## src/rtl/btn_fifo_pkg.sv

```systemverilog
// Shared types and constants for the button-driven FIFO access controller.
// Optional feature macro used by btn_fifo_ctrl: DATA_AUTOINC_EN.
package btn_fifo_pkg;

   localparam int DATA_W_DEF = 8;

   typedef enum logic [1:0] {
      IDLE    = 2'd0,
      WRITE   = 2'd1,
      READ    = 2'd2,
      CAPTURE = 2'd3
   } state_e;

endpackage

```

## src/rtl/btn_sync_edge.sv

```systemverilog
// Two-flop synchroniser plus delay flop; emits a one-cycle strobe on each
// rising edge of an asynchronous button level.
module btn_sync_edge (
   input  logic clk,
   input  logic reset,
   input  logic btn,
   output logic strobe
);

   // sync_q[0] = s1, sync_q[1] = s2, sync_q[2] = s3 (delay flop)
   logic [2:0] sync_q;

   always_ff @(posedge clk or negedge reset) begin
      if (!reset) begin
         sync_q <= '0;
      end else begin
         sync_q <= {sync_q[1:0], btn};
      end
   end

   assign strobe = sync_q[1] & ~sync_q[2];

endmodule

```

## src/rtl/btn_fifo_ctrl.sv

```systemverilog
// Turns debounced push/pop buttons into single-cycle FIFO write/read strobes,
// blocks requests against full/empty, and holds the last popped word.
// Build option: define DATA_AUTOINC_EN to write an incrementing counter
// instead of the switch value.
module btn_fifo_ctrl
   import btn_fifo_pkg::*;
#(
   parameter int DATA_W = DATA_W_DEF
) (
   input  logic              clk,
   input  logic              reset,
   input  logic              push_btn,
   input  logic              pop_btn,
   input  logic [DATA_W-1:0] sw_data,
   input  logic              fifo_full,
   input  logic              fifo_empty,
   input  logic [DATA_W-1:0] rd_data,
   input  logic              clr_err,
   output logic              wr_en,
   output logic [DATA_W-1:0] wr_data,
   output logic              rd_en,
   output logic [DATA_W-1:0] disp_data,
   output logic              ovf_err,
   output logic              udf_err
);

   state_e            state_q, state_d;
   logic              push_pend_q, push_pend_d;
   logic              pop_pend_q, pop_pend_d;
   logic              wr_en_q, wr_en_d;
   logic              rd_en_q, rd_en_d;
   logic [DATA_W-1:0] wr_data_q, wr_data_d;
   logic [DATA_W-1:0] disp_q, disp_d;
   logic              ovf_q, ovf_d;
   logic              udf_q, udf_d;
   logic              push_stb, pop_stb;
   logic              push_take, pop_take;
   logic              ovf_set, udf_set;

   btn_sync_edge u_push_sync (
      .clk    (clk),
      .reset  (reset),
      .btn    (push_btn),
      .strobe (push_stb)
   );

   btn_sync_edge u_pop_sync (
      .clk    (clk),
      .reset  (reset),
      .btn    (pop_btn),
      .strobe (pop_stb)
   );

   always_comb begin
      state_d   = state_q;
      push_take = 1'b0;
      pop_take  = 1'b0;
      ovf_set   = 1'b0;
      udf_set   = 1'b0;
      wr_en_d   = 1'b0;
      rd_en_d   = 1'b0;
      wr_data_d = wr_data_q;
      disp_d    = disp_q;

      case (state_q)
         IDLE: begin
            // Push wins; a concurrent pop stays pending for a later IDLE.
            if (push_pend_q) begin
               push_take = 1'b1;
               if (fifo_full) begin
                  ovf_set = 1'b1;
               end else begin
                  state_d = WRITE;
                  wr_en_d = 1'b1;
`ifndef DATA_AUTOINC_EN
                  wr_data_d = sw_data;
`endif
               end
            end else if (pop_pend_q) begin
               pop_take = 1'b1;
               if (fifo_empty) begin
                  udf_set = 1'b1;
               end else begin
                  state_d = READ;
                  rd_en_d = 1'b1;
               end
            end
         end
         WRITE: begin
            state_d = IDLE;
`ifdef DATA_AUTOINC_EN
            wr_data_d = wr_data_q + DATA_W'(1);
`endif
         end
         READ: begin
            state_d = CAPTURE;
         end
         CAPTURE: begin
            disp_d  = rd_data;
            state_d = IDLE;
         end
         default: begin
            state_d = IDLE;
         end
      endcase

      // A new strobe re-arms the flag even in the cycle the old one is taken.
      push_pend_d = push_stb | (push_pend_q & ~push_take);
      pop_pend_d  = pop_stb  | (pop_pend_q  & ~pop_take);
      ovf_d       = ovf_set  | (ovf_q & ~clr_err);
      udf_d       = udf_set  | (udf_q & ~clr_err);
   end

   always_ff @(posedge clk or negedge reset) begin
      if (!reset) begin
         state_q     <= IDLE;
         push_pend_q <= 1'b0;
         pop_pend_q  <= 1'b0;
         wr_en_q     <= 1'b0;
         rd_en_q     <= 1'b0;
         wr_data_q   <= '0;
         disp_q      <= '0;
         ovf_q       <= 1'b0;
         udf_q       <= 1'b0;
      end else begin
         state_q     <= state_d;
         push_pend_q <= push_pend_d;
         pop_pend_q  <= pop_pend_d;
         wr_en_q     <= wr_en_d;
         rd_en_q     <= rd_en_d;
         wr_data_q   <= wr_data_d;
         disp_q      <= disp_d;
         ovf_q       <= ovf_d;
         udf_q       <= udf_d;
      end
   end

   assign wr_en     = wr_en_q;
   assign rd_en     = rd_en_q;
   assign wr_data   = wr_data_q;
   assign disp_data = disp_q;
   assign ovf_err   = ovf_q;
   assign udf_err   = udf_q;

endmodule

```

## config.mk

```make
export PLATFORM = sky130hd
export DESIGN_NAME = btn_fifo_ctrl
export DESIGN_NICKNAME = d
export VERILOG_FILES = /design/src/rtl/btn_fifo_pkg.sv /design/src/rtl/btn_sync_edge.sv /design/src/rtl/btn_fifo_ctrl.sv
export SDC_FILE = /design/constraint.sdc
export NUM_CORES = 1
export LEC_CHECK = 0
export ABC_AREA = 1
export BUFFER_PORTS_ARGS = -buffer_cell sky130_fd_sc_hd__buf_2
export CAP_MARGIN = 40
export CORE_UTILIZATION = 50
export DETAILED_ROUTE_END_ITERATION = 10
export PLACE_DENSITY_LB_ADDON = 0.12
export SYNTH_ARGS = -nofsm -noshare
export SYNTH_HDL_FRONTEND = slang
export SYNTH_HIERARCHICAL = 1
export SYNTH_SLANG_ARGS = --single-unit
```

## constraint.sdc

```tcl
create_clock -name clk -period 2.88 [get_ports clk]
set_input_delay 0.288 -clock clk [delete_from_list [all_inputs] [get_ports clk]]
set_output_delay 0.288 -clock clk [all_outputs]
set_load 0.1 [all_outputs]
```

==> results.ini <==
[run_status]
status=completed

[min_path]
hold_path.class=in -> reg
worst_hold_startpoint=pop_btn

[logic_synthesis]
ys_seq_area_frac=0.679
yosysTopAreaCell=dfrtp_1
synth.top_cell.area_share=0.679
synth_area_per_cell_um2=10.1
ys_top_cells_by_area=dfrtp_1, nand2_1, nand3_1, inv_1, nor2_2
yosys_register_bits=30
synth_area_um2=1110
synth_cell_type_count=15
synth_fp_nets=132
syn_inst=109
yosys_warnings=6

[sta]
rsz0062_at_grt=false
fin_skew_ns=0.00818
drv_slew=0
finalHoldViolCount=0
whs_ns=0.0762
fmax_ghz=0.710
setup_violations=0
period_minus_slack_ns=1.41
worstMarginPinSlew_ns=0.635
fin_setup_tns_ns=0
relSlewSlack=0.577
finalCritPeriodShare=0.489

[grt]
grt_pass1_vias=824
grt_pass1_wl_mm=3.50
grt_usage=0.199
grt_overflow_total=0
grt_max_degree=31
grt_antenna_before_repair=0

[placed_design]
place.port_buffers=42
gp_congestion=0.792
place_inst=176
place_area_um2=1340
place_hpwl_mm=1.37

[critical_path]
worstPathMaxFanout=2
cp_cell_sequence=buf_2
end_kind=primary output
cpLargestDelayFamily=buffers and inverters
setup.worst_path.class=reg -> out
crit_path_max_incr_delay_ns=0.43
slowest_stage=buf_2
crit_required_ns=2.59
rrSetupSlack_ns=1.73
cp-start-kind=flop
startpoint=wr_data[7]
r2r-start=state_q[1]
crit_arrival_ns=1.12
path_buf_inv=1

[clocking]
clock_latency_ns=0.32
clk_pin_slew_worst_paths_ns=0.09
cts_buffer_depth=2
h-tree-depth=2
clock-root-buffer=clkbuf_4
cts_sinks=30
cts_tree=done
cts_resized=0
cts_buffers=5

[route]
drt-total-wl_mm=1.92
ant_nets=0
drc=0
vias_per_cell=4.63
wl_per_cell_um=10.4
drt_iter0_markers=4
dr_total_vias=857
firstDrtPassIters=4

[cells_and_area]
drive_gt1_frac=0.348
fin_cells=185
area_growth_pct=27.3
n_fill_cell=176
diodes=0
final_nets=180
final_area_um2=1410

[flow_run]
maxCapViolations=0

[die]
fp.dieH_um=49.0
die_area_um2=2400
start_util=0.547
num_rows=16
core-area_um2=2020
die_x_um=49.0
num_io_pins=43

## placed cells by master (no fill, tap or decap), types with 3 or more instances in the layout
cell type and instances:
nand3_1 10, nor2_1 3, clkbuf_4 5, inv_1 7, nor2_2 3, nand2_1 45
buf_2 42, dfrtp_1 30, o21ai_0 3
## synthesized netlist by cell type (all sizes together)
cell and count:
nand3 10, nand2 46, o21ai 3, nor2 7, dfrtp 30, buf 2, inv 7, o22ai 1
o21bai 1, clkinv 1, a21o 1
## sequential cells by signal, indices dropped and copies added (netlist names)
| signal | cells |
|---|---|
| rd_en | 1 |
| wr_en | 1 |
| u_pop_sync/sync_q | 3 |
| udf_err | 1 |
| u_push_sync/sync_q | 3 |
| disp_data | 8 |
| pop_pend_q | 1 |
| wr_data | 8 |
| state_q | 2 |
| ovf_err | 1 |
| push_pend_q | 1 |
## path summary, 6_finish.rpt
kind,end,cells after the start
worst max-delay path,wr_data[7],1
worst min-delay path,u_pop_sync/sync_q[0],1
worst max register to register,wr_data[6],5
worst min register to register,u_pop_sync/sync_q[1],0
max in group asynchronous,disp_data[0],2
min in group asynchronous,wr_data[5],2
## per-stage QoR
step | setup WS [ns] | util
4_1_cts | 1.46 | 0.696
3_3_place_gp | 1.77 | 0.662
6_report | 1.47 | 0.696
3_5_place_dp | 1.74 | 0.662
2_1_floorplan | 1.65 | -
5_1_grt | 1.42 | 0.696
## what timing repair did
action	in CTS	in global routing
buffers inserted	0	0
hold endpoints to repair	8	0
setup endpoints to repair	0	0
hold buffers	1	0
## cell families after synthesis
kind of cell | synth area share
AND/OR/NAND/NOR | 0.245
buffers and inverters | 0.0430
flip-flops | 0.679
AO/OA/AOI/OAI | 0.0328
## routing by layer
metal | global-route usage | share of wire | vias to the layer above
li1 | - | - | 436
met1 | 0.235 | 0.43 | 382
met2 | 0.315 | 0.49 | 34
met3 | 0.0748 | 0.068 | 5
met4 | 0.108 | 0.011 | 0
met5 | 0 | 0 | -
## area by class of cell
type	instances	area [um2]	share of cell area
inverter	8	35.0	0.0249
multi-input combinational	69	308	0.219
timing repair buffer	43	220	0.156
tap	27	33.8	0.0240
clock buffer	7	55.1	0.0391
clock inverter	1	5.00	0.00356
sequential	30	751	0.533
Power is not shown: default switching activity piles up to over one toggle a cycle in this logic, so the estimate is an artifact.
